<file path="config.mk">
export PLATFORM = sky130hd
export DESIGN_NAME = clk_divider_multi
export DESIGN_NICKNAME = d
export VERILOG_FILES = /design/src/rtl/clk_divider_multi.sv
export SDC_FILE = /design/constraint.sdc
export NUM_CORES = 1
export LEC_CHECK = 0
export ABC_AREA = 1
export CORE_MARGIN = 10
export CORE_UTILIZATION = 45
export DETAILED_ROUTE_END_ITERATION = 10
export HOLD_SLACK_MARGIN = 0.15
export PLACE_DENSITY = 0.77
export SLEW_MARGIN = 20
export SYNTH_ARGS = -nofsm -noshare
export SYNTH_HDL_FRONTEND = slang
export SYNTH_SLANG_ARGS = --single-unit
</file>
<file path="constraint.sdc">
create_clock -name clk_i -period 3.6 [get_ports clk_i]
set_clock_uncertainty 0.2 [all_clocks]
set_input_delay 0.72 -clock clk_i [delete_from_list [all_inputs] [get_ports clk_i]]
set_output_delay 0.72 -clock clk_i [all_outputs]
set_load 0.02 [all_outputs]
</file>
<file path="src/rtl/clk_divider_multi.sv">
// -----------------------------------------------------------------------------
// clk_divider_multi
//
// Purpose:
//   Multi-channel clock divider. Each channel produces a divided clock-enable
//   waveform (clk_o) and a one-cycle tick at the start of every period
//   (tick_o) from the single system clock. Channels have individual enables,
//   reload their divide ratio only at period boundaries (so a ratio change
//   never produces a runt or stretched pulse), and can all be restarted at
//   phase 0 by the global sync strobe.
//
// Parameters:
//   WIDTH     bit width of each divide ratio and phase counter
//   CHANNELS  number of independent divider channels
//
// Ports:
//   clk_i     in   1               system clock, rising edge
//   rst_n_i   in   1               synchronous active-low reset
//   en_i      in   CHANNELS        per-channel enable
//   div_i     in   CHANNELS*WIDTH  per-channel divide ratio D, [n*WIDTH +: WIDTH]
//   sync_i    in   1               restart all enabled channels at phase 0
//   clk_o     out  CHANNELS        divided clock (registered)
//   tick_o    out  CHANNELS        one-cycle pulse at phase 0
//   active_o  out  CHANNELS        channel running with D >= 2
// -----------------------------------------------------------------------------
module clk_divider_multi #(
  parameter int WIDTH    = 16,
  parameter int CHANNELS = 4
) (
  input  logic                      clk_i,
  input  logic                      rst_n_i,
  input  logic [CHANNELS-1:0]       en_i,
  input  logic [CHANNELS*WIDTH-1:0] div_i,
  input  logic                      sync_i,
  output logic [CHANNELS-1:0]       clk_o,
  output logic [CHANNELS-1:0]       tick_o,
  output logic [CHANNELS-1:0]       active_o
);

  // ST_OFF   : just left reset, no ratio captured yet.
  // ST_ARMED : ratio captured (disabled, or first edge after reset); the next
  //            enabled edge starts the channel at phase 0.
  // ST_RUN   : producing the waveform.
  typedef enum logic [1:0] {
    ST_OFF   = 2'd0,
    ST_ARMED = 2'd1,
    ST_RUN   = 2'd2
  } state_t;

  genvar gi;
  generate
    for (gi = 0; gi < CHANNELS; gi++) begin : g_ch
      state_t           state_reg, state_next;
      logic [WIDTH-1:0] cnt_reg, cnt_next;
      logic [WIDTH-1:0] div_reg, div_next;
      logic [WIDTH-1:0] div_in;
      logic [WIDTH:0]   cnt_inc;
      logic [WIDTH:0]   half_next;
      logic             wrap;
      logic             run_next;
      logic             clk_reg, clk_next;
      logic             tick_reg, tick_next;
      logic             act_reg, act_next;

      assign div_in = div_i[gi*WIDTH +: WIDTH];

      // Extra bit keeps cnt+1 == D exact even for D = 2^WIDTH-1; for D = 1
      // this is true at cnt = 0, so a D=1 channel wraps (and ticks) every cycle.
      assign cnt_inc = {1'b0, cnt_reg} + (WIDTH+1)'(1);
      assign wrap    = (cnt_inc == {1'b0, div_reg});

      always_comb begin
        state_next = state_reg;
        cnt_next   = cnt_reg;
        div_next   = div_reg;

        if (!en_i[gi]) begin
          // Disabled: hold phase 0 and keep tracking the requested ratio.
          state_next = ST_ARMED;
          cnt_next   = '0;
          div_next   = div_in;
        end else if (sync_i) begin
          // Sync outranks the natural wrap, so a coincident wrap yields a
          // single phase-0 cycle.
          state_next = ST_RUN;
          cnt_next   = '0;
          div_next   = div_in;
        end else begin
          case (state_reg)
            ST_OFF: begin
              state_next = ST_ARMED;
              cnt_next   = '0;
              div_next   = div_in;
            end
            ST_ARMED: begin
              // Start with the ratio captured on the previous cycle.
              state_next = ST_RUN;
              cnt_next   = '0;
            end
            default: begin
              if (div_reg == '0) begin
                // Idle ratio: keep re-sampling until a usable value arrives.
                cnt_next = '0;
                div_next = div_in;
              end else if (wrap) begin
                cnt_next = '0;
                div_next = div_in;
              end else begin
                cnt_next = cnt_inc[WIDTH-1:0];
              end
            end
          endcase
        end
      end

      // Outputs are decoded from the next state so the registered outputs
      // line up with the registered phase after the same edge.
      assign run_next  = (state_next == ST_RUN);
      assign half_next = ({1'b0, div_next} + (WIDTH+1)'(1)) >> 1;

      always_comb begin
        clk_next  = 1'b0;
        tick_next = 1'b0;
        act_next  = 1'b0;
        if (run_next && (div_next != '0)) begin
          clk_next  = ({1'b0, cnt_next} < half_next);
          tick_next = (cnt_next == '0);
          act_next  = (div_next > WIDTH'(1));
        end
      end

      always_ff @(posedge clk_i) begin
        if (!rst_n_i) begin
          state_reg <= ST_OFF;
          cnt_reg   <= '0;
          div_reg   <= '0;
          clk_reg   <= 1'b0;
          tick_reg  <= 1'b0;
          act_reg   <= 1'b0;
        end else begin
          state_reg <= state_next;
          cnt_reg   <= cnt_next;
          div_reg   <= div_next;
          clk_reg   <= clk_next;
          tick_reg  <= tick_next;
          act_reg   <= act_next;
        end
      end

      assign clk_o[gi]    = clk_reg;
      assign tick_o[gi]   = tick_reg;
      assign active_o[gi] = act_reg;
    end
  endgenerate

endmodule

</file>
# Word-level counts from Yosys, hierarchy flattened
# Index checks and enable logic that the tools add are counted.
[totals]
regBits = 148
in_bits = 71
out_inout_bits = 12
wordCells = 132
[op_classes]
n_addsub = 8
n_lt_le_gt_ge = 8
n_eq_ne = 12
muxes = 52
reduce_logical = 28
[op_table]
columns = ["op", "n"]
rows = [
  ["two-way mux 16 bit", 36],
  ["adder 16 x 1 -> 17 bit (second input constant)", 8],
  ["logical NOT 16 bit", 8],
  ["one-hot mux 16 bit (2 select lines)", 4],
  ["equality test 17 x 16 -> 1 bit", 4],
  ["greater-than comparator 16 x 1 -> 1 bit (second input constant)", 4],
  ["less-than comparator 16 bit", 4],
  ["nonzero test 16 bit", 4],
  ["two-way mux 2 bit", 8],
  ["one-hot mux 2 bit (2 select lines)", 4],
  ["equality test 2 x 1 -> 1 bit (second input constant)", 4],
  ["equality test 2 bit (second input constant)", 4],
  ["logical NOT 2 bit", 4],
  ["AND reduction 2 bit", 4],
  ["OR reduction 2 bit", 4],
  ["logical AND 1 bit", 4],
]

# Depth between registers and ports, before layout
[depth]
ltp_word = 10
mapped_depth = 34
depth_no_buf = 32

# Worst setup path after synthesis
# OpenSTA, ideal clock, no wires.
[synth_path]
path_kind = "register -> register"
start = "register g_ch[1].cnt_reg[0]"
end = "register g_ch[1].clk_reg"
setup_ns = 0.064
arrival_ns = 3.625
required_ns = 3.336
slack_ns = -0.289
stages_incl_launch_ff = 31
n_path_buf = 1
period_less_slack_ns = 3.889
cell_sequence = "dfxtp_1 > ha_1 > nand2_1 > inv_1 > nand2_1 > nor2_4 > xnor2_1 > nand2_1 > nand2_1 > nand3_1 > nor2_1 > nand3_4 > nand2_4 > buf_6 > nand2_1 > nand3_1 > nand3_2 > nand2_4 > ha_1 > nand2_1 > nor2_4 > nand2_1 > o21ai_1 > nand2_1 > ha_1 > a21oi_1 > nor2_1 > a211oi_1 > o221a_2 > nand2_1 > nor2_1"
[synth_between]
elab_chain_cells = 10
elab_cells_between_ends = 17
classes_between = "add/sub: 2; order compare: 1; eq/ne: 1; mux: 10; reduce/logical: 3"
[synth_lines]
columns = ["item", "line_no", "source"]
rows = [
  ["start, declared", "54", "logic [WIDTH-1:0] cnt_reg, cnt_next;"],
  ["start signal, assigned", "142", "cnt_reg <= cnt_next;"],
  ["adder 16 x 1 -> 17 bit (*)", "69", "assign cnt_inc = {1'b0, cnt_reg} + (WIDTH+1)'(1);"],
  ["equality test 17 x 16 -> 1 bit (*)", "70", "assign wrap = (cnt_inc == {1'b0, div_reg});"],
  ["two-way mux 16 bit (*)", "105", "end else if (wrap) begin"],
  ["two-way mux 16 bit (*)", "101", "if (div_reg == '0) begin"],
  ["one-hot mux 16 bit (2 select lines) (*)", "89", "case (state_reg)"],
  ["two-way mux 16 bit (*)", "82", "end else if (sync_i) begin"],
  ["two-way mux 16 bit (*)", "77", "if (!en_i[gi]) begin"],
  ["named net g_ch[1].div_next[1]", "55", "logic [WIDTH-1:0] div_reg, div_next;"],
  ["branches (longest 3 deep; another with adder 16 x 1 -> 17 bit)", "n/a", ""],
  ["end signal, assigned", "144", "clk_reg <= clk_next;"],
  ["end, declared", "61", "logic clk_reg, clk_next;"],
]
# Mark *: on every way through the listed nets, which the timed path passes.
# A chain may end at the register's enable or synchronous reset.

# Final worst setup path
[layout_path]
start = "register g_ch[0].cnt_reg[0]"
end = "register g_ch[0].clk_reg"
[layout_between]
elab_chain_cells = 10
elab_cells_between_ends = 17
classes_between = "add/sub: 2; order compare: 1; eq/ne: 1; mux: 10; reduce/logical: 3"
[layout_lines]
columns = ["item", "line_no"]
rows = [
  ["start, declared", "54"],
  ["start signal, assigned", "142"],
  ["adder 16 x 1 -> 17 bit (*)", "69"],
  ["equality test 17 x 16 -> 1 bit (*)", "70"],
  ["two-way mux 16 bit (*)", "105"],
  ["two-way mux 16 bit (*)", "101"],
  ["one-hot mux 16 bit (2 select lines) (*)", "89"],
  ["two-way mux 16 bit (*)", "82"],
  ["two-way mux 16 bit (*)", "77"],
  ["named net g_ch[0].div_next[1]", "55"],
  ["branches (longest 3 deep; another with adder 16 x 1 -> 17 bit)", "n/a"],
  ["end signal, assigned", "144"],
  ["end, declared", "61"],
]
# Marks and branches as above.

==> impl_summary.txt <==
----------------------------------------------------
[Timing]
  Slew margin rel. ... 58.1%
  Number of max-slew violations in the final report ... 0
  Post-layout minimum cycle time ... ~4.1 ns
  Worst setup margin ... -0.531 ns
  Setup violations, final ... 4
  Highest achievable clock rate ... between 200 and 250 MHz
  Final-report hold violation count ... 0
  Final-layout setup total negative slack ... -1.69 ns
  Worst Max-Slew Pin Slew ... 0.629 ns
  Final Cycle Share ... 115%
  Setup repair after global routing missed its margin ... true

[Clocking]
  Clock sink total ... 148
  Hold buffer count at CTS ... 0
  CTS Buf Count ... 17
  Clock latency at the later pin of the worst-skew pair ... between 0.4 and 0.5 ns
  Maximum number of buffers from clock root to sink ... 2
  Root Buffer Master ... clkbuf_16
  TritonCTS clock tree ... yes
  Clock H-tree levels ... 4
  Clock transition time at the flip-flop clock pins of the worst setup and hold paths ... around 0.070 ns

[Placed design]
  Hpwl dp ... about 40000 µm
  Gpl congestion ... ~1.0
  Area of placed instances ... about 19000 µm²
  Port buffer count ... 82
  Post-placement worst setup slack ... -0.582 ns

[Power]
  Worst IR Drop VDD ... ~0.34 mV
  Overall power after layout ... 5.43 mW
  PwrDens ... roughly 260 nW/µm²
  Standby leakage power ... 9.91 nW

[Cells and area]
  Area of all placed cells without fillers ... between 20000 and 25000 µm²
  N_diodes ... 0
  Final nets ... roughly 3000
  Fraction of final layout cells with drive strength greater than 1 ... 29.4%
  Synth-to-layout area growth ... 45.8%

[Floorplan]
  Die Footprint ... roughly 39000 µm²
  Horiz. Die Dim ... roughly 200 µm
  Site Rows ... 64
  Height of the chip ... 197 µm
  Starting Density ... a little under half
  Num ports ... between 80 and 90
  Std-Cell Core Area ... roughly 30000 µm²

[Worst setup path]
  Data required time at the worst endpoint ... between 3 and 4 ns
  CP max stage cell ... dfxtp_4
  Sort of element at the end of the critical path ... register
  Largest stage delay on the critical path ... 0.38 ns
  Worst R2R End ... g_ch[0].clk_reg
  Cell repeated most along the worst path ... nand2_1
  Critical path startpoint category ... register
  Critical path peak fanout ... 8
  Reg2Reg Depth ... 31
  Flop-to-flop setup slack ... -0.53 ns
  Crit Path Class ... reg -> reg
  RR Startpoint ... g_ch[0].cnt_reg[0]
  Arrival time reported for the critical path endpoint ... ~4.3 ns

[Global routing]
  GRT Residual Overflow ... 0
  Initial antenna violation count ... 0
  Number of global-route vias before repair ... between 15000 and 20000
  First-pass GRT wire length ... a little over 80000 µm
  GRT Overall Usage ... between 20% and 30%
  Maximum number of pins on one net before global-route repair ... 57

[Logic synthesis]
  Total number of yosys warnings ... 0
  Area contributors post-synth ... dfxtp_1 21%, nand2_1 20%, nand3_1 9.0%
  Cell Area, Synth ... ~14000 µm²
  Fraction of synthesized cell area taken by the top area cell type ... a little over a fifth
  Fraction of the yosys area taken by sequential cells ... a little over a fifth
  Area leader, netlist ... dfxtp_1
  Net Count, Synth ... roughly 2600
  Number of flops mapped to enable cells by yosys ... 0
  Most instantiated cells after synthesis ... 743 x nand2_1, 336 x nor2_1, 253 x nand3_1
  Most common cell in the netlist ... nand2_1
  Count of unique library cells instantiated by Yosys ... 46
  Post-Synthesis Cells ... 2410
  Flip-flop and latch count after synthesis ... between 100 and 150
  Fraction of registers with async set/reset ... 0%
  Top flip-flop cell by instance count after synthesis ... dfxtp_1
  Mapped Avg Cell Area ... around 6 µm²

[Drt]
  Number of DRC violations after detailed-routing iteration 0 ... 1281
  Via Count ... between 15000 and 20000
  Remaining antenna violation count ... 0
  Remaining DRCs ... 0
  Avg Vias per Cell ... 5.34
  Routed length per placed instance ... approximately 16 µm
  First-pass DRT Iterations ... 6
  Total wire length after detailed routing ... 51700 µm

[Min path]
  Hold Path Class ... reg -> reg
  Cells on Worst Hold Path ... 5
  Min-Delay Startpoint ... g_ch[3].state_reg[1]
  Hold worst-path end ... g_ch[3].state_reg[0]

[Flow run]
  Number of maximum-capacitance constraint violations ... 0

[Status]
  Run status ... finished, violations left
  Violated checks ... negative setup slack

----------------------------------------------------
==> placed cells by master (no fill, tap or decap), types with 7 or more instances in the layout <==
master and instances:
buf_6 15, xor2_1 31, ha_1 69, nor4_1 15, nor2_4 34, ha_4 14
nand2_1 663, clkbuf_16 17, nand2_4 25, o21ai_1 15, o21ai_0 7, a21oi_1 149
nand3_1 229, buf_4 464, dfxtp_1 129, inv_1 244, dfxtp_2 14, nand3_4 7
nor2_2 52, xnor2_1 13, nor2_1 296, nand4_1 54, nand2_2 101, clkdlybuf4s50_1 82
nand3_2 23, xor2_2 7, buf_12 13, a21oi_2 8, inv_2 16, nor3_1 33
==> power breakdown <==
part / total [mW] / internal (mW) / switching [mW]
sequential: 1.77 / 1.70 / 0.0648
clock: 1.88 / 1.11 / 0.770
combinational: 1.78 / 0.784 / 0.998
total: 5.43 / 3.59 / 1.83
==> how the worst max path moves through the flow <==
stage	from	end	slack, ns
after CTS	g_ch[1].cnt_reg[1]	g_ch[1].clk_reg	-0.40
after floorplan	g_ch[1].cnt_reg[0]	g_ch[1].clk_reg	-0.25
after global placement	g_ch[1].cnt_reg[1]	g_ch[1].clk_reg	-0.48
after global routing	g_ch[0].cnt_reg[0]	g_ch[0].clk_reg	-0.76
final	g_ch[0].cnt_reg[0]	g_ch[0].clk_reg	-0.53
after detailed placement	g_ch[1].cnt_reg[1]	g_ch[1].clk_reg	-0.58
==> worst max-delay path: cells and delay by family, from the launching register on <==
family	cells	cell delay [ns]
xor gates and xnor gates	1	0.18
adders and majority gates	3	0.65
AOI/OAI and AO/OA	1	0.23
and+or+nand+nor	24	2.20
buffers and inverters	2	0.22
DFF	1	0.38
==> stage by stage <==
stage                     cells  hold slack [ns]  util (%)
after global placement     3265            0.466      61.2
after global routing       3329            0.567      66.9
after detailed placement   3265            0.490      61.2
final                      3329            0.496      66.9
after CTS                  3306            0.502      64.0
after floorplan            2410            0.356         -
==> repair_timing <==
item | CTS | global route
cloned | 1 | 0
hold endpoints to repair | 0 | 0
resized for setup | 50 | 189
buffers inserted | 9 | 23
setup endpoints to repair | 4 | 10
pin swaps | 45 | 122
==> per-layer routing <==
metal | part of all wire, % | track usage (%) | wire length [µm]
met4 | 3.3 | 8.77 | 1700
met1 | 43 | 30.7 | 22300
met5 | 0 | 0 | 0
met2 | 48 | 44.5 | 24900
met3 | 5.6 | 3.02 | 2910
==> area by class of cell <==
class	count	area, µm²
Timing Repair Buffer	576	4760
Multi-Input combinational cell	1909	10700
Tap cell	396	495
Clock inverter	12	155
Clock buffer	19	443
Fill cell	2608	10200
Sequential cell	148	3000
Inverter	269	1020
==> kinds of logic after synthesis <==
kind of cell	after synthesis	synth area share, %
flip-flops	148	21.0
AND/OR/NAND/NOR	1552	48.5
AO/OA/AOI/OAI	212	8.22
XOR/XNOR	60	4.53
adder cells (fa/ha/maj)	84	7.44
buffers and inverters	354	10.3
Note: power is estimated with default switching activity, not from simulation.
==> variant: new RTL, same flow settings <==
The parameter `CHANNELS` goes from 4 to 2.
--- a/src/rtl/clk_divider_multi.sv
+++ b/src/rtl/clk_divider_multi.sv
@@ -27,3 +27,3 @@
   parameter int WIDTH    = 16,
-  parameter int CHANNELS = 4
+  parameter int CHANNELS = 2
 ) (
Interface: changed (5 resized); port bits go from 83 to 43. No check against the original RTL was run, so the function may have changed too.
==> variant against the unedited design <==
The run still ends with negative setup slack left. Non-clock buffer count fell by 282. Worst setup slack improved by 0.082 ns. Area after synthesis is 48% lower. Combinational power decreased by 51%. Cell area is 49% lower. Sequential share of layout area shrank 0.25 points. Total power is 51% lower. Sequential cell count down 74. Critical path type unchanged. Routed wire length shrank 52%. First-iteration DRC count is 26% lower. Count of clock-buffer cells in the layout fell by 6. Die area is 44% lower.
==> variant: results (changes against the unedited design) <==
metric	value	unit	change
Synth Net Count	1327		-48%
number of global-route vias before repair	8652		-48%
detailed-route via count	9238		-48%
buffers added on ports	42		-49%
TritonRoute pass-1 iters	6		unchanged
final layout net count	1589		-48%
ranking of synthesized cells by instance count	nand2_1 (382), nor2_1 (165), nand3_1 (142)		
post-detail-place hpwl	18680	um	-52%
sequential area share after synthesis	20.35	%	-0.63 points
total number of yosys warnings	0		unchanged
antenna violations before repair	0		unchanged
Max Root-Sink Buffers	2		unchanged
Clk Latency, worst-skew pair	0.35	ns	-0.09 ns
cells after synthesis	1248		-48%
violated checks	negative setup slack		
first-pass GRT wire length	40290	um	-50%
# diodes	0		unchanged
weighted congestion reported at the end of routability-driven placement	0.9721		-2.9%
placed insts	1698		-48%
Finished Layout Cells	1731		-48%
top post-synthesis cells by area	dfxtp_1 (20%), nand2_1 (20%), nand3_1 (9.8%), nor2_1 (8.5%), ha_1 (7.2%)		
delay of the slowest cell on the worst path	0.36	ns	-0.02 ns
GRT Total Usage	22.10	%	-3.0 points
slew at the pin with the worst max-slew slack	0.5839	ns	-0.04490 ns
proportion of register bits with asynchronous set or reset after synthesis	0	%	unchanged
Cell variety after synth	39		-15%
root buffer cell	clkbuf_16		
peak ir drop on the vdd network	0.2515	mV	-27%
crit path launch type	flop		
placed cell areas	0.009637	mm2	-49%
run status	finished with violations		
worst-path fanout max	8		unchanged
post-route setup slack	-0.4486	ns	+0.08214 ns
Worst Path Arrival	4.09	ns	-0.23 ns
final count of negative-setup-slack endpoints	2		-2
Slowest-stage cell, CP	dfxtp_4		
maximum number of pins on one net before global-route repair	42		-26%
Top FF cell, synth	dfxtp_1		
leakage component of the power	4.982	nW	-50%
Num CTS Buffers	9		-8
final routed wire length divided by cell count	14.48	um	-6.8%
H-tree level count	3		-1
layout cell share with drive strength beyond 1	29.17	%	-0.25 points
clock-pin transition on the worst setup and hold timing paths	0.06	ns	
class of the tightest hold or removal check	flop to flop		
Iteration-0 DRC Markers	945		-26%
==> variant: path summary, 6_finish.rpt <==
check	slack, ns	startpoint	endpoint	depth (start not counted)
worst max register to register	-0.45	g_ch[1].cnt_reg[0]	g_ch[1].clk_reg	32
worst min-delay path	0.50	g_ch[0].cnt_reg[1]	g_ch[0].cnt_reg[1]	3
worst min register to register	0.50	g_ch[0].cnt_reg[1]	g_ch[0].cnt_reg[1]	3
worst max-delay path	-0.45	g_ch[1].cnt_reg[0]	g_ch[1].clk_reg	32
==> variant: kinds of logic (layout without fill, tap and decap cells) <==
| family | count (synthesis) | after routing | share of synthesized area (%) |
|---|---|---|---|
| XOR/XNOR | 24 | 24 | 3.094 |
| AO/OA/AOI/OAI | 106 | 106 | 8.217 |
| buffers and inverters | 173 | 440 | 9.764 |
| flip-flops | 74 | 74 | 20.35 |
| adder cells (fa/ha/maj) | 42 | 42 | 7.220 |
| AND/OR/NAND/NOR | 829 | 829 | 51.35 |
==> variant: critical path, delay by kind of cell (launching register included) <==
| family | cells | cell delay (ns) |
|---|---|---|
| flops | 1 | 0.36 |
| fa+ha+maj | 2 | 0.51 |
| simple gates | 24 | 2.10 |
| buf+inv | 3 | 0.40 |
| compound gates | 3 | 0.37 |
==> variant: layout make-up <==
type | instances | area [um2]
multi-input cells | 1001 | 5547
clock inverters | 3 | 21.27
repair buffers | 294 | 2387
inverters | 130 | 488.0
flip-flops and latches | 74 | 1501
fillers | 1331 | 5400
well taps | 216 | 270.3
clock buffers | 13 | 270.3
==> variant: metal layers <==
layer	vias to the layer above	GRT usage, %	routed length, um	share of wire, %
li1	4565	-	-	-
met4	0	6.938	520	2.1
met5	-	0	0	0
met2	361	36.38	11670	47
met3	56	3.071	1755	7.0
met1	4256	29.10	11120	44
==> variant: per-stage QoR <==
stage	total power, mW	setup TNS, ns	setup slack (ns)
2_1_floorplan	1.354	-0.4061	-0.3045
3_3_place_gp	1.680	-0.9076	-0.5195
3_5_place_dp	1.697	-1.200	-0.6610
4_1_cts	2.612	-0.7003	-0.3789
5_1_grt	2.796	-1.499	-0.7556
6_report	2.665	-0.8396	-0.4486
==> variant: timing repair <==
item	4_1_cts	5_1_grt
setup buffers	7	10
setup endpoints to repair	2	4
resized for setup	52	60
pin swaps	38	48
==> variant: power breakdown <==
group	internal (mW)	total, mW	leakage [nW]	switching (mW)
logic	0.385	0.865	4.23	0.480
registers	0.852	0.895	0.612	0.0429
clock network	0.525	0.905	0.142	0.380
total	1.76	2.66	4.98	0.903
